[config.mk]
export PLATFORM = sky130hd
export DESIGN_NAME = usb_host_xfer_flat
export DESIGN_NICKNAME = d
export VERILOG_FILES = /design/src/rtl/usb_host_xfer_if.sv /design/src/rtl/usb_host_xfer.sv /design/src/flat_wrapper.sv
export SDC_FILE = /design/constraint.sdc
export NUM_CORES = 1
export LEC_CHECK = 0
export BUFFER_PORTS_ARGS = -buffer_cell sky130_fd_sc_hd__buf_2
export CAP_MARGIN = 10
export CORE_ASPECT_RATIO = 0.6
export CORE_UTILIZATION = 45
export CTS_BUF_LIST = sky130_fd_sc_hd__clkbuf_2
export DETAILED_ROUTE_END_ITERATION = 16
export MAX_ROUTING_LAYER = met4
export PLACE_DENSITY = 0.82
export RECOVER_POWER = 100
export SLEW_MARGIN = 20
export SYNTH_ARGS = -nofsm -noshare
export SYNTH_HDL_FRONTEND = slang
export SYNTH_SLANG_ARGS = --single-unit
export TNS_END_PERCENT = 5
[constraint.sdc]
create_clock -name clock -period 2.5 [get_ports clock]
set_input_delay 0.25 -clock clock [delete_from_list [all_inputs] [get_ports clock]]
set_output_delay 0.25 -clock clock [all_outputs]
set_load 0.05 [all_outputs]
[src/rtl/usb_host_xfer_if.sv]
// Scheduler-side request/result bundle for the host transaction engine.
// The master is the transfer scheduler; the slave is usb_host_xfer.
interface usb_host_xfer_if;
    logic       xfer_start_i;
    logic [1:0] xfer_type_i;
    logic [6:0] xfer_addr_i;
    logic [3:0] xfer_endp_i;
    logic       xfer_toggle_i;
    logic       xfer_busy_o;
    logic       xfer_done_o;
    logic [2:0] xfer_result_o;

    modport master (
        output xfer_start_i, xfer_type_i, xfer_addr_i, xfer_endp_i, xfer_toggle_i,
        input  xfer_busy_o, xfer_done_o, xfer_result_o
    );

    modport slave (
        input  xfer_start_i, xfer_type_i, xfer_addr_i, xfer_endp_i, xfer_toggle_i,
        output xfer_busy_o, xfer_done_o, xfer_result_o
    );
endinterface

[src/rtl/usb_host_xfer.sv]
// Host-side USB 2.0 transaction engine: issues one SETUP/OUT/IN transaction
// through the shared token/data encoder, collects the device response from
// the decoder, ACKs good IN data and reports a result code.
module usb_host_xfer #(
    parameter int TIMEOUT  = 48,
    parameter int CNT_BITS = $clog2(TIMEOUT + 1)
) (
    input  logic        clock,
    input  logic        reset,
    usb_host_xfer_if.slave xfer,

    output logic        tok_send_o,
    input  logic        tok_done_i,
    output logic [1:0]  tok_type_o,
    output logic [15:0] tok_data_o,

    output logic        trn_tsend_o,
    output logic [1:0]  trn_ttype_o,
    input  logic        trn_tdone_i,

    output logic        hsk_send_o,
    output logic [1:0]  hsk_type_o,
    input  logic        hsk_sent_i,
    input  logic        hsk_recv_i,
    input  logic [1:0]  hsk_type_i,

    input  logic        usb_recv_i,
    input  logic [1:0]  usb_type_i,
    input  logic        crc_err_i,

    input  logic        s_tvalid,
    output logic        s_tready,
    input  logic        s_tlast,
    input  logic [7:0]  s_tdata,

    output logic        enc_tvalid,
    input  logic        enc_tready,
    output logic        enc_tlast,
    output logic [7:0]  enc_tdata,

    input  logic        dec_tvalid,
    output logic        dec_tready,
    input  logic        dec_tlast,
    input  logic [7:0]  dec_tdata,

    output logic        m_tvalid,
    input  logic        m_tready,
    output logic        m_tlast,
    output logic [7:0]  m_tdata
);

    typedef enum logic [2:0] {
        S_IDLE,
        S_TOKEN,
        S_DATA_TX,
        S_WAIT_HSK,
        S_WAIT_DATA,
        S_SEND_ACK,
        S_DONE
    } state_t;

    // Token PID[3:2] values
    localparam logic [1:0] PID_OUT   = 2'b00;
    localparam logic [1:0] PID_SOF   = 2'b01;
    localparam logic [1:0] PID_IN    = 2'b10;
    localparam logic [1:0] PID_SETUP = 2'b11;

    // Handshake PID[3:2] values
    localparam logic [1:0] HSK_ACK   = 2'b00;
    localparam logic [1:0] HSK_NYET  = 2'b01;
    localparam logic [1:0] HSK_NAK   = 2'b10;
    localparam logic [1:0] HSK_STALL = 2'b11;

    // Result codes
    localparam logic [2:0] RES_OK       = 3'd0;
    localparam logic [2:0] RES_NAK      = 3'd1;
    localparam logic [2:0] RES_STALL    = 3'd2;
    localparam logic [2:0] RES_NYET     = 3'd3;
    localparam logic [2:0] RES_TIMEOUT  = 3'd4;
    localparam logic [2:0] RES_CRC      = 3'd5;
    localparam logic [2:0] RES_TOGGLE   = 3'd6;
    localparam logic [2:0] RES_PROTOCOL = 3'd7;

    // Last counter value of the response window; expiry is flagged in that cycle
    localparam logic [CNT_BITS-1:0] CNT_LAST = CNT_BITS'(TIMEOUT - 1);

    // Maps a received handshake PID onto its result code
    function automatic logic [2:0] hsk_result(input logic [1:0] pid);
        case (pid)
            HSK_ACK:   hsk_result = RES_OK;
            HSK_NAK:   hsk_result = RES_NAK;
            HSK_STALL: hsk_result = RES_STALL;
            default:   hsk_result = RES_NYET;
        endcase
    endfunction

    state_t              state_q, state_d;
    logic [1:0]          type_q, type_d;
    logic [6:0]          addr_q, addr_d;
    logic [3:0]          endp_q, endp_d;
    logic                tog_q, tog_d;
    logic [CNT_BITS-1:0] cnt_q, cnt_d;
    logic [2:0]          pend_q, pend_d;
    logic [2:0]          result_q, result_d;
    logic                busy_q, busy_d;
    logic                done_q, done_d;
    logic                tok_send_q, tok_send_d;
    logic                trn_tsend_q, trn_tsend_d;
    logic                hsk_send_q, hsk_send_d;

    logic                in_data_tx;
    logic                in_wait_data;

    // Next-state, pending result and registered control outputs
    always_comb begin
        state_d     = state_q;
        type_d      = type_q;
        addr_d      = addr_q;
        endp_d      = endp_q;
        tog_d       = tog_q;
        cnt_d       = '0;
        pend_d      = pend_q;

        case (state_q)
            S_IDLE: begin
                if (xfer.xfer_start_i && (xfer.xfer_type_i != PID_SOF)) begin
                    type_d  = xfer.xfer_type_i;
                    addr_d  = xfer.xfer_addr_i;
                    endp_d  = xfer.xfer_endp_i;
                    tog_d   = xfer.xfer_toggle_i;
                    state_d = S_TOKEN;
                end
            end
            S_TOKEN: begin
                if (tok_done_i) begin
                    state_d = (type_q == PID_IN) ? S_WAIT_DATA : S_DATA_TX;
                end
            end
            S_DATA_TX: begin
                if (trn_tdone_i) begin
                    state_d = S_WAIT_HSK;
                end
            end
            S_WAIT_HSK: begin
                cnt_d = cnt_q + CNT_BITS'(1);
                // A response in the expiry cycle takes priority over the timeout
                if (hsk_recv_i) begin
                    pend_d  = hsk_result(hsk_type_i);
                    state_d = S_DONE;
                end else if (usb_recv_i) begin
                    pend_d  = RES_PROTOCOL;
                    state_d = S_DONE;
                end else if (cnt_q == CNT_LAST) begin
                    pend_d  = RES_TIMEOUT;
                    state_d = S_DONE;
                end
            end
            S_WAIT_DATA: begin
                cnt_d = cnt_q + CNT_BITS'(1);
                if (usb_recv_i) begin
                    if (crc_err_i) begin
                        // Corrupted data is never acknowledged
                        pend_d  = RES_CRC;
                        state_d = S_DONE;
                    end else begin
                        // Good CRC is ACKed even on a toggle mismatch
                        pend_d  = (usb_type_i == {tog_q, 1'b0}) ? RES_OK : RES_TOGGLE;
                        state_d = S_SEND_ACK;
                    end
                end else if (hsk_recv_i) begin
                    case (hsk_type_i)
                        HSK_NAK:   pend_d = RES_NAK;
                        HSK_STALL: pend_d = RES_STALL;
                        default:   pend_d = RES_PROTOCOL;
                    endcase
                    state_d = S_DONE;
                end else if (cnt_q == CNT_LAST) begin
                    pend_d  = RES_TIMEOUT;
                    state_d = S_DONE;
                end
            end
            S_SEND_ACK: begin
                if (hsk_sent_i) begin
                    state_d = S_DONE;
                end
            end
            S_DONE: begin
                state_d = S_IDLE;
            end
            default: begin
                state_d = S_IDLE;
            end
        endcase

        // Control outputs follow the upcoming state so they come out registered
        busy_d      = (state_d != S_IDLE) && (state_d != S_DONE);
        done_d      = (state_d == S_DONE);
        tok_send_d  = (state_d == S_TOKEN);
        trn_tsend_d = (state_d == S_DATA_TX);
        hsk_send_d  = (state_d == S_SEND_ACK);
        result_d    = (state_d == S_DONE) ? pend_d : result_q;
    end

    // Control state and registered control outputs
    always_ff @(posedge clock) begin
        if (reset) begin
            state_q     <= S_IDLE;
            cnt_q       <= '0;
            pend_q      <= RES_OK;
            result_q    <= RES_OK;
            busy_q      <= 1'b0;
            done_q      <= 1'b0;
            tok_send_q  <= 1'b0;
            trn_tsend_q <= 1'b0;
            hsk_send_q  <= 1'b0;
        end else begin
            state_q     <= state_d;
            cnt_q       <= cnt_d;
            pend_q      <= pend_d;
            result_q    <= result_d;
            busy_q      <= busy_d;
            done_q      <= done_d;
            tok_send_q  <= tok_send_d;
            trn_tsend_q <= trn_tsend_d;
            hsk_send_q  <= hsk_send_d;
        end
    end

    // Latched request fields; only meaningful while a transaction is active
    always_ff @(posedge clock) begin
        type_q <= type_d;
        addr_q <= addr_d;
        endp_q <= endp_d;
        tog_q  <= tog_d;
    end

    assign xfer.xfer_busy_o   = busy_q;
    assign xfer.xfer_done_o   = done_q;
    assign xfer.xfer_result_o = result_q;

    assign tok_send_o  = tok_send_q;
    assign tok_type_o  = type_q;
    assign tok_data_o  = {5'b0, endp_q, addr_q};

    // SETUP data stage always starts with DATA0
    assign trn_tsend_o = trn_tsend_q;
    assign trn_ttype_o = (type_q == PID_SETUP) ? 2'b00 : {tog_q, 1'b0};

    assign hsk_send_o  = hsk_send_q;
    assign hsk_type_o  = HSK_ACK;

    // Payload paths are steered by the registered state only
    assign in_data_tx   = (state_q == S_DATA_TX);
    assign in_wait_data = (state_q == S_WAIT_DATA);

    assign enc_tvalid = in_data_tx & s_tvalid;
    assign enc_tlast  = s_tlast;
    assign enc_tdata  = s_tdata;
    assign s_tready   = in_data_tx & enc_tready;

    // Outside WAIT_DATA the decoder is drained so stray packets never stall it
    assign m_tvalid   = in_wait_data & dec_tvalid;
    assign m_tlast    = dec_tlast;
    assign m_tdata    = dec_tdata;
    assign dec_tready = in_wait_data ? m_tready : 1'b1;

endmodule
[src/flat_wrapper.sv]
// flat-port wrapper written by rule: the top's interface ports become plain ports
module usb_host_xfer_flat 
#(
    parameter int TIMEOUT  = 48,
    parameter int CNT_BITS = $clog2(TIMEOUT + 1)
)
  (clock, reset, tok_send_o, tok_done_i, tok_type_o, tok_data_o, trn_tsend_o, trn_ttype_o, trn_tdone_i, hsk_send_o, hsk_type_o, hsk_sent_i, hsk_recv_i, hsk_type_i, usb_recv_i, usb_type_i, crc_err_i, s_tvalid, s_tready, s_tlast, s_tdata, enc_tvalid, enc_tready, enc_tlast, enc_tdata, dec_tvalid, dec_tready, dec_tlast, dec_tdata, m_tvalid, m_tready, m_tlast, m_tdata, xfer_xfer_start_i, xfer_xfer_type_i, xfer_xfer_addr_i, xfer_xfer_endp_i, xfer_xfer_toggle_i, xfer_xfer_busy_o, xfer_xfer_done_o, xfer_xfer_result_o);
  usb_host_xfer_if xfer_i ();
  input  logic clock;
  input  logic reset;
  output logic tok_send_o;
  input  logic tok_done_i;
  output logic [1:0] tok_type_o;
  output logic [15:0] tok_data_o;
  output logic trn_tsend_o;
  output logic [1:0] trn_ttype_o;
  input  logic trn_tdone_i;
  output logic hsk_send_o;
  output logic [1:0] hsk_type_o;
  input  logic hsk_sent_i;
  input  logic hsk_recv_i;
  input  logic [1:0] hsk_type_i;
  input  logic usb_recv_i;
  input  logic [1:0] usb_type_i;
  input  logic crc_err_i;
  input  logic s_tvalid;
  output logic s_tready;
  input  logic s_tlast;
  input  logic [7:0] s_tdata;
  output logic enc_tvalid;
  input  logic enc_tready;
  output logic enc_tlast;
  output logic [7:0] enc_tdata;
  input  logic dec_tvalid;
  output logic dec_tready;
  input  logic dec_tlast;
  input  logic [7:0] dec_tdata;
  output logic m_tvalid;
  input  logic m_tready;
  output logic m_tlast;
  output logic [7:0] m_tdata;
  input wire logic [$bits(xfer_i.xfer_start_i)-1:0] xfer_xfer_start_i;
  input wire logic [$bits(xfer_i.xfer_type_i)-1:0] xfer_xfer_type_i;
  input wire logic [$bits(xfer_i.xfer_addr_i)-1:0] xfer_xfer_addr_i;
  input wire logic [$bits(xfer_i.xfer_endp_i)-1:0] xfer_xfer_endp_i;
  input wire logic [$bits(xfer_i.xfer_toggle_i)-1:0] xfer_xfer_toggle_i;
  output wire logic [$bits(xfer_i.xfer_busy_o)-1:0] xfer_xfer_busy_o;
  output wire logic [$bits(xfer_i.xfer_done_o)-1:0] xfer_xfer_done_o;
  output wire logic [$bits(xfer_i.xfer_result_o)-1:0] xfer_xfer_result_o;
  assign xfer_i.xfer_start_i = xfer_xfer_start_i;
  assign xfer_i.xfer_type_i = xfer_xfer_type_i;
  assign xfer_i.xfer_addr_i = xfer_xfer_addr_i;
  assign xfer_i.xfer_endp_i = xfer_xfer_endp_i;
  assign xfer_i.xfer_toggle_i = xfer_xfer_toggle_i;
  assign xfer_xfer_busy_o = xfer_i.xfer_busy_o;
  assign xfer_xfer_done_o = xfer_i.xfer_done_o;
  assign xfer_xfer_result_o = xfer_i.xfer_result_o;
  usb_host_xfer #(.TIMEOUT(TIMEOUT), .CNT_BITS(CNT_BITS)) u_core (.clock(clock), .reset(reset), .xfer(xfer_i), .tok_send_o(tok_send_o), .tok_done_i(tok_done_i), .tok_type_o(tok_type_o), .tok_data_o(tok_data_o), .trn_tsend_o(trn_tsend_o), .trn_ttype_o(trn_ttype_o), .trn_tdone_i(trn_tdone_i), .hsk_send_o(hsk_send_o), .hsk_type_o(hsk_type_o), .hsk_sent_i(hsk_sent_i), .hsk_recv_i(hsk_recv_i), .hsk_type_i(hsk_type_i), .usb_recv_i(usb_recv_i), .usb_type_i(usb_type_i), .crc_err_i(crc_err_i), .s_tvalid(s_tvalid), .s_tready(s_tready), .s_tlast(s_tlast), .s_tdata(s_tdata), .enc_tvalid(enc_tvalid), .enc_tready(enc_tready), .enc_tlast(enc_tlast), .enc_tdata(enc_tdata), .dec_tvalid(dec_tvalid), .dec_tready(dec_tready), .dec_tlast(dec_tlast), .dec_tdata(dec_tdata), .m_tvalid(m_tvalid), .m_tready(m_tready), .m_tlast(m_tlast), .m_tdata(m_tdata));
endmodule
After elaboration in Yosys (flattened, before gate mapping)
Cells that the tools add are included.
Widths: inputs -> output; s select.

storage, ports and cells
  register bits after elaboration = 34
  word-level logic and storage cells = 67
  input port bits = 49
  output and inout port bits = 52

cells by class
  $add $sub $neg = 1
  muxes and demuxes = 24
  reduce and logical (&&, ||, !) cells = 8
  eq/ne operators = 17
  bitwise gates (word level) = 4

operators with widths
  kind                 count
  $mux 3               17
  $pmux 3 s6           1
  $eq 3x3->1 const B   4
  $pmux 3 s2           2
  $eq 3x2->1 const B   3
  $eq 2x2->1 const B   4
  $add 6x1->6 const B  1
  $eq 3x1->1 const B   2
  $eq 6x6->1 const B   1
  $pmux 2 s3           1
  $mux 2               2
  $reduce_or 2->1      2
  $and 1x1->1          3
  $logic_not 3->1      1
  $ne 3x3->1 const B   1
  $reduce_bool 3->1    1
  $eq 2x2->1           1
  $logic_and 1x1->1    2
  $logic_not 2->1      1
  $ne 2x1->1 const B   1
  $reduce_and 2->1     1
  $mux 1               1
  $not 1->1            1

Longest topological paths before layout
Gate-level depths: netlist (run 1).

  depth in word-level cells = 7
  mapped depth = 7
  gate-level depth less buffers = 7

Worst setup path before layout (run 1)
Ideal clock, no wire load.

  path type = register to output
  from = register u_core.type_q[0], in the netlist u_core.tok_type_o[0]
  to = output port trn_ttype_o[1]
  stages on the path, launching flop included = 2
  arrival = 1.832 ns
  data required time = 2.250 ns
  setup slack = 0.418 ns
  path buffers = 0
  cells stage by stage = edfxtp_1 a21boi_0

on the way
  longest elaborated chain between the ends = 2

RTL lines
  item                    RTL line              source
  from (decl)             usb_host_xfer.sv:98   logic [1:0] type_q, type_d;
  from (signal assigned)  usb_host_xfer.sv:231  type_q <= type_d;
  $eq 2x2->1              usb_host_xfer.sv:247  assign trn_ttype_o = (type_q == PID_SETUP) ? 2'b00 : {tog_q, 1'b0};
  $mux 2                  usb_host_xfer.sv:247
  to (decl)               flat_wrapper.sv:16    output logic [1:0] trn_ttype_o;

No other way between the ends.

Final worst setup path (run 1)
  from = register u_core.state_q[1]
  to = output port enc_tvalid

on the way
  longest elaborated chain between the ends = 2

RTL lines
  item                    RTL line              source
  from (decl)             usb_host_xfer.sv:97   state_t state_q, state_d;
  from (signal assigned)  usb_host_xfer.sv:217  state_q <= state_d;
  $eq 3x2->1              usb_host_xfer.sv:253  assign in_data_tx = (state_q == S_DATA_TX);
  $and 1x1->1             usb_host_xfer.sv:256  assign enc_tvalid = in_data_tx & s_tvalid;
  to (decl)               flat_wrapper.sv:30    output logic enc_tvalid;

No other way between the ends.

==> flow_summary.yaml, run 1 <==
sta:
  slew_headroom_pct: 59.3
  rsz0062_at_grt: "false"
  finalHoldViolations: 0
  setup_violations: 0
  worst_slew_pin_slew_ps: 614
  tns_ps: 0
  max_clock_freq_mhz: 445
  fin_ws_ps: 252
  fin_skew_ps: 9.75
  fin_crit_ps: 2250
  drv_slew: 0
  timing.final.crit_share_pct: 89.9
finish:
  nets: 272
  nFillCells: 348
  fin_area_sq_mm: 0.00205
  n_antenna_cell: 0
  syn_to_final_growth_pct: 14.7
  drive_above_1_share_pct: 23.3
  final_cells: 266
clock_network:
  htree_levels: 2
  cts_tree: "yes"
  clk_latency_ps: 390
  clock_sinks: 34
  clockRootBuffer: "clkbuf_2"
  cts_made_buffers: 5
  ctsResizeCount: 0
  clk_path_buf_depth: 2
  cts_setup_buffers: 0
  clkTransAtPathRegs_ps: 180
  cts_hold_buf: 0
synthesis:
  yosysWarnings: 0
  yosys.area.top_type: "edfxtp_1"
  synthFlopType: "dfxtp_1"
  yosysSeqAreaShare_pct: 46.0
  synth_cell_types: 54
  synth.cell_area_sq_mm: 0.00179
  yosysTopAreaCellShare_pct: 23.5
  netlist_instances: 169
  ys_seq_elements: 34
  async_flop_share_pct: 0
  synth_area_leaders: "edfxtp_1, dfxtp_1, buf_4, ha_1, nor2_1"
  syn_area_per_cell_sq_um: 10.6
  synth_edf_count: 14
route:
  drt-initial-drc-count: 67
  drc: 0
  viasPerCell: 5.23
  met3WireLength_um: 311
  dr_total_vias: 1392
  met1Wirelength_um: 1850
  wl_per_cell_um: 14.9
  drtPass1Iterations: 5
  drt-total-wl_um: 3960
  dr_wl_met2_um: 1700
  ant_nets: 0
  top_layer: "met4"
placement:
  dp_cells: 249
  hpwlAfterDp_um: 2920
  post-place-ws_ps: 503
  dpl_cell_area_sq_mm: 0.00193
  place.gp.congestion: 0.830
  port-buffer-count: 56
floorplanning:
  num_rows: 17
  start_util_pct: 48.0
  fp.dieArea_sq_mm: 0.00423
  core-area_sq_mm: 0.00372
  io_pins: 101
  die_h_um: 50.8
  die_w_um: 83.3
pwr:
  p_comb_share_pct: 23.4
  internal_power_uw: 868
  p_seq_share_pct: 48.7
  swShare_pct: 34.2
  clkPwrFrac_pct: 27.9
  vdd_drop_max_v: 0.000511
  p_sw_uw: 451
  total_power_uw: 1320
  power.leakage_uw: 0.000777
  cellPowerDensity_mw_per_mm2: 644
global_route:
  grt_usage_pct: 18.8
  antenna_found_initial: 0
  grt_first_pass_wirelength_um: 5900
  grt_max_degree: 16
  grt_pass1_vias: 1183
  grt_overflow: 0
setup_path:
  end_kind: "output pin"
  required_ps: 2250
  path_cells: "nor3b_1 > and2_1 > clkbuf_1"
  arrival_ps: 2000
  slowest_delay_ps: 620
  worst_path_max_delay_cell: "dfxtp_1"
  cp_top_family: "flip-flops"
  cp-start-kind: "register"
  crit_type: "register to output pin"
  path_buf_inv: 1
  crit_path_max_fanout: 11
status:
  status: "finished clean"
flow_run:
  maxCapViolCount: 0
min_path:
  hold_class: "input port to register"
[cell type report]
| cell class | count | area (sq um) | share of cell area (%) |
|---|---|---|---|
| Clock buffer | 5 | 25.0 | 1.22 |
| Clock inverter | 3 | 45.0 | 2.20 |
| Inverter | 7 | 26.3 | 1.28 |
| Multi-Input combinational cell | 104 | 728 | 35.6 |
| Sequential cell | 34 | 821 | 40.1 |
| Tap cell | 47 | 58.8 | 2.87 |
| Timing Repair Buffer | 66 | 344 | 16.8 |
[cell families after synthesis]
| group | synth area share (%) |
|---|---|
| and+or+nand+nor | 15.6 |
| AOI/OAI and AO/OA | 17.3 |
| buffers and inverters | 14.5 |
| DFF | 46.0 |
| xor gates and xnor gates | 2.94 |
| adders and majority gates | 3.50 |
| other | 0.210 |
[state kept, by name, indices dropped and copies added, names as in the netlist, 2 cells and up]
signal,flops
u_core.addr_q,7
u_core.cnt_q,6
u_core.endp_q,4
u_core.pend_q,3
u_core.state_q,3
u_core.tok_type_o,2
u_core.xfer.xfer_result_o,3
[cells in the final DEF (no fill, tap or decap), types with 2 or more instances in the layout]
| cell type | n |
|---|---|
| xor2_1 | 3 |
| ha_1 | 5 |
| o21a_1 | 2 |
| a311oi_1 | 2 |
| clkbuf_1 | 25 |
| xnor2_1 | 3 |
| nor2b_1 | 3 |
| edfxtp_1 | 14 |
| nand2_1 | 4 |
| dlygate4sd3_1 | 9 |
| o21ai_0 | 5 |
| buf_2 | 29 |
| nor3_1 | 3 |
| clkbuf_2 | 8 |
| dfxtp_1 | 20 |
| a221oi_1 | 2 |
| nand3_1 | 3 |
| conb_1 | 8 |
| clkinvlp_4 | 2 |
| nand2b_1 | 2 |
| a21oi_1 | 10 |
| and2_1 | 2 |
| nor2_1 | 16 |
| inv_1 | 7 |
[Yosys cell counts, drive strengths merged, types with 2 or more instances]
cell type,count
dfxtp,20
a311oi,3
ha,5
buf,29
nand3,3
nand2,4
o21a,2
nor3,3
and2,3
nor2,16
o21ai,5
nor3b,2
nor2b,3
edfxtp,14
xnor2,3
or3b,2
clkbuf,2
a21oi,10
o221ai,2
nand2b,2
nor4,2
a221oi,2
inv,7
xor2,3
[stage by stage]
| stage | util [%] | hold slack (ps) |
|---|---|---|
| 3_5_place_dp | 51.7 | 428 |
| 6_report | 55.0 | 17.7 |
| 2_1_floorplan | - | 318 |
| 3_3_place_gp | 51.7 | 425 |
| 5_1_grt | 55.0 | 6.97 |
| 4_1_cts | 53.6 | 6.62 |
[power groups by stage]
| stage | sequential, uW | combinational (uW) | clock [uW] |
|---|---|---|---|
| finish | 642 | 309 | 367 |
| global route | 647 | 329 | 395 |
| CTS | 641 | 309 | 368 |
| detailed placement | 652 | 307 | 0 |
| global placement | 651 | 302 | 0 |
| floorplan | 730 | 240 | 0 |
[final timing paths]
path,startpoint,end,slack [ps],cells after the start
min reg2reg,u_core.cnt_q[0],u_core.cnt_q[0],470,1
max reg2reg,u_core.state_q[0],u_core.endp_q[1],340,3
min,xfer_xfer_addr_i[0],u_core.addr_q[0],20,1
max,u_core.state_q[1],enc_tvalid,250,3
[worst register-to-register path: stages (launching register included)]
cell and delay, ps:
dfxtp_1 470, or4b_2 710, a21oi_1 270, clkbuf_2 390
[metal layers]
layer	up-vias	track usage (%)
li1	671	-
met2	59	25.4
met3	12	6.25
met5	-	-
met4	0	7.76
met1	650	25.8
No activity file was read; power rests on OpenSTA's default activity.
==> inputs of run 2 (changes only) <==
--- a/config.mk
+++ b/config.mk
@@ -8,11 +8,13 @@
 export BUFFER_PORTS_ARGS = -buffer_cell sky130_fd_sc_hd__buf_2
 export CAP_MARGIN = 10
 export CORE_ASPECT_RATIO = 0.6
-export CORE_UTILIZATION = 45
+export CORE_UTILIZATION = 49
 export CTS_BUF_LIST = sky130_fd_sc_hd__clkbuf_2
+export CTS_CLUSTER_SIZE = 20
 export DETAILED_ROUTE_END_ITERATION = 16
+export HOLD_SLACK_MARGIN = 0.08
 export MAX_ROUTING_LAYER = met4
-export PLACE_DENSITY = 0.82
+export PLACE_DENSITY = 0.89
 export RECOVER_POWER = 100
 export SLEW_MARGIN = 20
 export SYNTH_ARGS = -nofsm -noshare
==> constraint.sdc (replaced) <==
create_clock -name clock -period 2.8 [get_ports clock]
set_input_delay 0.28 -clock clock [delete_from_list [all_inputs] [get_ports clock]]
set_output_delay 0.28 -clock clock [all_outputs]
set_load 0.05 [all_outputs]
==> run 2 against run 1 <==
Global-route usage is 2.2 points higher. Count of clock-buffer cells in the layout stayed put. Clock power is 40% lower. Via count is 1.4% higher. First-iteration DRC count is 100% higher. Sequential power is 10% lower. Critical path depth stayed put. Combinational power is 11% lower. Flip-flop and latch count stayed put. Cell area is 0.85% lower. Cell count is 0.38% higher. Critical path type is now register to register. Largest cell class unchanged.
==> flow_summary.yaml, run 2 (same netlist as run 1, synthesis figures left out) <==
placement:
  dp_cells: 247
  port-buffer-count: 56
  place.gp.congestion: 0.848
  dpl_cell_area_sq_mm: 0.00192
  hpwlAfterDp_um: 2710
floorplanning:
  core-area_sq_mm: 0.00336
  num_rows: 16
  fp.dieArea_sq_mm: 0.00390
  start_util_pct: 53.1
  die_h_um: 48.8
  die_w_um: 79.9
  io_pins: 101
global_route:
  grt_max_degree: 16
  antenna_found_initial: 0
  grt_usage_pct: 21.0
  grt_overflow: 0
  grt_pass1_vias: 1173
  grt_first_pass_wirelength_um: 5900
finish:
  fin_area_sq_mm: 0.00203
  top_register: "u_core.addr_q"
  reg.largest.list: "u_core.addr_q (7), u_core.cnt_q (6), u_core.endp_q (4)"
  layout_common_cells: "buf_2, clkbuf_1, dfxtp_1"
  drive_above_1_share_pct: 20.7
  final_cells: 267
  n_antenna_cell: 0
  largest_reg_flops: 7
  syn_to_final_growth_pct: 13.7
  nets: 275
setup_path:
  cp-start-kind: "register"
  regToRegEndpoint: "u_core.endp_q[3]"
  r2r-start: "u_core.state_q[0]"
  slowest_delay_ps: 730
  required_ps: 2850
  worst_path_max_delay_cell: "or4b_2"
  crit_type: "register to register"
  end_kind: "register"
  arrival_ps: 2470
  cp_top_family: "simple AND/OR/NAND/NOR gates"
  path_buf_inv: 1
  r2r_setup_slack_ps: 380
  crit_path_max_fanout: 13
  reg2regPathDepth: 3
  path_cells: "or4b_2 > a21oi_1 > clkbuf_2"
clock_network:
  cts_setup_buffers: 0
  cts_tree: "yes"
  clock_sinks: 34
  ctsResizeCount: 0
  clk_latency_ps: 360
  htree_levels: 2
  cts_made_buffers: 5
  clockRootBuffer: "clkbuf_2"
  clk_path_buf_depth: 2
  clkTransAtPathRegs_ps: 170
route:
  drt-initial-drc-count: 134
  viasPerCell: 5.28
  ant_nets: 0
  drtPass1Iterations: 4
  drc: 0
  dr_total_vias: 1411
  drt-total-wl_um: 3890
  wl_per_cell_um: 14.6
sta:
  slew_headroom_pct: 57.7
  timing.final.crit_share_pct: 86.4
  setup_violations: 0
  worst_slew_pin_slew_ps: 637
  tns_ps: 0
  drv_slew: 0
  rsz0062_at_grt: "false"
  max_clock_freq_mhz: 413
  finalHoldViolations: 0
  fin_crit_ps: 2420
  fin_skew_ps: 16.9
pwr:
  vdd_drop_max_v: 0.000440
  total_power_uw: 1070
  power.leakage_uw: 0.000769
  cellPowerDensity_mw_per_mm2: 527
min_path:
  min_from: "xfer_xfer_addr_i[5]"
  whs_endpoint: "u_core.addr_q[5]"
  hold_class: "input port to register"
  holdPathStages: 1
flow_run:
  maxCapViolCount: 0
status:
  status: "finished clean"
[run 2: changes by cell type in the layout (fill, tap and decap cells not counted), sizes merged]
cell | previous run | this run
clkbuf | 33 | 34
dlygate4sd3 | 9 | 12
clkinvlp | 2 | 1
buf | 29 | 28
clkinv | 0 | 2
bufinv | 1 | 0
[run 2: repair_timing]
item | CTS | global route
endpoints found under the setup margin | 0 | 0
hold endpoints to repair | 11 | 1
hold buffers | 11 | 1
[run 2: stage by stage]
step                utilization [%]  worst slack (ps)  hold slack (ps)
floorplan                         -               688              348
global placement               57.2               813              426
detailed placement             57.2               757              436
CTS                            61.7               665             87.3
global route                   60.4               273              112
finish                         60.4               381              132
[run 2: worst max-delay path by stage]
stage	end	slack, ps	start	depth (start not counted)
2_1_floorplan	trn_ttype_o[1]	690	u_core.tok_type_o[0]	1
3_3_place_gp	u_core.addr_q[4]	810	u_core.state_q[0]	3
3_5_place_dp	u_core.endp_q[1]	760	u_core.state_q[0]	3
4_1_cts	enc_tvalid	670	u_core.state_q[1]	3
5_1_grt	u_core.endp_q[3]	270	u_core.state_q[0]	3
6_report	u_core.endp_q[3]	380	u_core.state_q[0]	3
[run 2: final cells by class]
cell class,count,area [sq um]
Fill cell,287,1330
Sequential cell,34,821
Multi-Input combinational cell,104,716
Timing Repair Buffer,69,370
Tap cell,45,56.3
Inverter,7,26.3
Clock buffer,5,25.0
Clock inverter,3,16.3
[run 2: where the power goes]
part	switching, uW	internal (uW)	leakage [uW]
clock	162	57.0	0.0000264
combinational	202	74.6	0.000449
sequential	23.4	551	0.000294
total	387	683	0.000769
[run 2: routing by layer]
| metal | global-route usage [%] | share of wire, % | vias to the layer above |
|---|---|---|---|
| li1 | - | - | 674 |
| met1 | 31.9 | 49 | 653 |
| met2 | 27.1 | 42 | 82 |
| met3 | 5.47 | 9.2 | 2 |
| met4 | 5.95 | 0.36 | 0 |
| met5 | - | 0 | - |
==> inputs of run 3 (changes only) <==
--- a/config.mk
+++ b/config.mk
@@ -5,6 +5,7 @@
 export SDC_FILE = /design/constraint.sdc
 export NUM_CORES = 1
 export LEC_CHECK = 0
+export ABC_AREA = 1
 export BUFFER_PORTS_ARGS = -buffer_cell sky130_fd_sc_hd__buf_2
 export CAP_MARGIN = 10
 export CORE_ASPECT_RATIO = 0.6
@@ -14,7 +15,7 @@
 export DETAILED_ROUTE_END_ITERATION = 16
 export HOLD_SLACK_MARGIN = 0.08
 export MAX_ROUTING_LAYER = met4
-export PLACE_DENSITY = 0.89
+export PLACE_DENSITY = 0.88
 export RECOVER_POWER = 100
 export SLEW_MARGIN = 20
 export SYNTH_ARGS = -nofsm -noshare
==> run 3 against run 2 <==
Register-to-register slack gained 360 ps. Core utilization grew 1.1 points. Critical path depth grew 8. Cell count grew 23%. Largest cell class unchanged. Highest routed layer unchanged. Worst setup slack gained 360 ps. Clock skew grew 7.0 ps. Critical endpoint is now u_core.xfer.xfer_result_o[1]. Flip-flop and latch count is the same. Sequential share of layout area shrank 1.2 points. Cell area grew 3.0%.
==> flow_summary.yaml, run 3 <==
status:
  status: "finished clean"
clock_network:
  clockRootBuffer: "clkbuf_2"
  clk_path_buf_depth: 2
  clock_sinks: 34
  cts_setup_buffers: 0
  clkTransAtPathRegs_ps: 170
  clk_latency_ps: 380
  cts_made_buffers: 5
  htree_levels: 2
  cts_tree: "yes"
  cts_hold_buf: 10
  ctsResizeCount: 0
synthesis:
  async_flop_share_pct: 0
  yosys.area.top_type: "edfxtp_1"
  synth_xor_area_share_pct: 0
  synth_area_leaders: "edfxtp_1, dfxtp_1, buf_4, nand2_1, inv_1"
  yosysSeqAreaShare_pct: 44.8
  yosysWarnings: 0
  yosysTopAreaCellShare_pct: 23.0
  netlist_instances: 227
  yosys.area_share.adder_pct: 3.42
  synthFlopType: "dfxtp_1"
  synth-compound-area-share_pct: 3.96
  muxShareOfSynthArea_pct: 0
  synth_common_cells: "nand2_1, inv_1, buf_4"
  yosys.area_share.simple_pct: 27.9
  synth_top_family_by_area: "simple AND/OR/NAND/NOR gates"
  ys_seq_elements: 34
  yosysMostFrequentCell: "nand2_1"
  synth_edf_count: 14
  synth.cell_area_sq_mm: 0.00183
  syn_area_per_cell_sq_um: 8.06
  synth_cell_types: 26
route:
  ant_nets: 0
  drt-total-wl_um: 3750
  dr_total_vias: 1512
  viasPerCell: 4.61
  drc: 0
  wl_per_cell_um: 11.4
  drt-initial-drc-count: 71
  drtPass1Iterations: 5
finish:
  final_util_pct: 61.5
  drive_above_1_share_pct: 18.0
  top_register: "u_core.addr_q"
  nFillCells: 313
  final_common_cell: "nand2_1"
  reg.largest.list: "u_core.addr_q (7), u_core.cnt_q (6), u_core.endp_q (4)"
  fin_area_sq_mm: 0.00209
  syn_to_final_growth_pct: 14.3
  nets: 337
  layout_common_cells: "nand2_1, inv_1, buf_2, clkbuf_1, nor2_1"
  seq_area_sq_um: 821
  multi_input_area_sq_um: 643
  final_cells: 328
  largest_reg_flops: 7
  n_antenna_cell: 0
pwr:
  p_sw_uw: 374
  total_power_uw: 1050
  p_comb_share_pct: 25.9
  cellPowerDensity_mw_per_mm2: 500
  power.leakage_uw: 0.00102
  vdd_drop_max_v: 0.000284
  clkPwrFrac_pct: 19.9
  p_seq_share_pct: 54.2
  internal_power_uw: 672
  swShare_pct: 35.8
setup_path:
  path_buf_inv: 3
  cpMostUsedCell: "nand2_1"
  path_cells: "nor2_2 > nand2_1 > clkinvlp_2 > nor2_1 > clkinv_1 > nand2_2 > nand2_1 > nand3_1 > nand2_1 > nand2_1 > inv_1"
  required_ps: 3090
  worst_path_max_delay_cell: "dfxtp_1"
  arrival_ps: 2340
  end_kind: "register"
  cp_top_family: "simple AND/OR/NAND/NOR gates"
  slowest_delay_ps: 480
  crit_path_max_fanout: 6
  cp-start-kind: "register"
  crit_type: "register to register"
sta:
  rsz0062_at_grt: "false"
  drv_slew: 0
  max_clock_freq_mhz: 486
  finalHoldViolations: 0
  setup_violations: 0
  fin_skew_ps: 23.9
  fin_crit_ps: 2060
  worst_slew_pin_slew_ps: 649
  tns_ps: 0
  slew_headroom_pct: 56.9
  timing.final.crit_share_pct: 73.5
placement:
  dpl_cell_area_sq_mm: 0.00199
  place.gp.congestion: 0.848
  dp_cells: 307
  hpwlAfterDp_um: 2840
  port-buffer-count: 56
floorplanning:
  io_pins: 101
  start_util_pct: 53.8
  die_w_um: 80.9
  fp.dieArea_sq_mm: 0.00399
  die_h_um: 49.3
  num_rows: 16
  core-area_sq_mm: 0.00340
global_route:
  antenna_found_initial: 0
  grt_usage_pct: 20.1
  grt_overflow: 0
  grt_pass1_vias: 1372
  grt_first_pass_wirelength_um: 5750
  grt_max_degree: 15
min_path:
  hold_class: "input port to register"
flow_run:
  maxCapViolCount: 0
run 3: cell count changes after synthesis, moves of 3 or more:
| cell | previous run | this run |
|---|---|---|
| inv_2 | 0 | 4 |
| nor2_2 | 0 | 3 |
| nor2b_1 | 3 | 0 |
| xor2_1 | 3 | 0 |
| nor2_1 | 16 | 21 |
| nand2_1 | 4 | 46 |
| nand3_1 | 3 | 12 |
| inv_1 | 7 | 35 |
| nand2_2 | 0 | 6 |
| nand3_2 | 0 | 3 |
| xnor2_1 | 3 | 0 |
run 3: cell families (layout without fill, tap and decap cells):
logic type / after synthesis / count (layout)
other: 1 / 8
DFF: 34 / 34
adders and majority gates: 5 / 5
and+or+nand+nor: 105 / 105
AOI/OAI and AO/OA: 14 / 14
buffers and inverters: 68 / 117
run 3: metrics by stage:
stage          hold slack (ps)  worst slack [ps]
4_1_cts                   82.5              1000
5_1_grt                    168               532
6_report                   173               742
2_1_floorplan              379              1030
3_3_place_gp               433              1230
3_5_place_dp               441              1140
run 3: area by class of cell:
type                       count  area share (%)
sequential                    34            39.2
tap                           45            2.69
multi-input combinational    132            30.7
clock buffer                   5            1.20
inverter                      40            7.24
clock inverter                 2           0.478
timing repair buffer          70            18.4
run 3: final timing paths:
check,startpoint,slack [ps],depth (start not counted),end
worst min register to register,u_core.cnt_q[0],470,1,u_core.cnt_q[0]
worst min-delay path,reset,170,2,u_core.state_q[1]
worst max-delay path,u_core.state_q[1],740,11,u_core.xfer.xfer_result_o[1]
worst max register to register,u_core.state_q[1],740,11,u_core.xfer.xfer_result_o[1]
run 3: power by group through the flow:
| stage | logic [uW] | registers [uW] | clock network (uW) |
|---|---|---|---|
| 6_report | 271 | 567 | 208 |
| 3_3_place_gp | 267 | 576 | 0 |
| 4_1_cts | 283 | 567 | 218 |
| 5_1_grt | 292 | 571 | 240 |
| 2_1_floorplan | 208 | 654 | 0 |
| 3_5_place_dp | 272 | 578 | 0 |
run 3: layer usage:
layer	vias up	GRT usage (%)	share of wire, %
met1	662	23.2	46
met2	57	32.2	43
met3	13	7.29	7.9
met5	-	-	0
met4	0	7.14	2.9
li1	780	-	-
run 3: worst register-to-register path, stage by stage, from the launching register on:
cell        delay, ps
dfxtp_1           480
nor2_2             60
nand2_1           140
clkinvlp_2        260
nor2_1            270
clkinv_1          140
nand2_2            80
nand2_1            90
nand3_1           240
nand2_1            80
nand2_1            80
inv_1              40
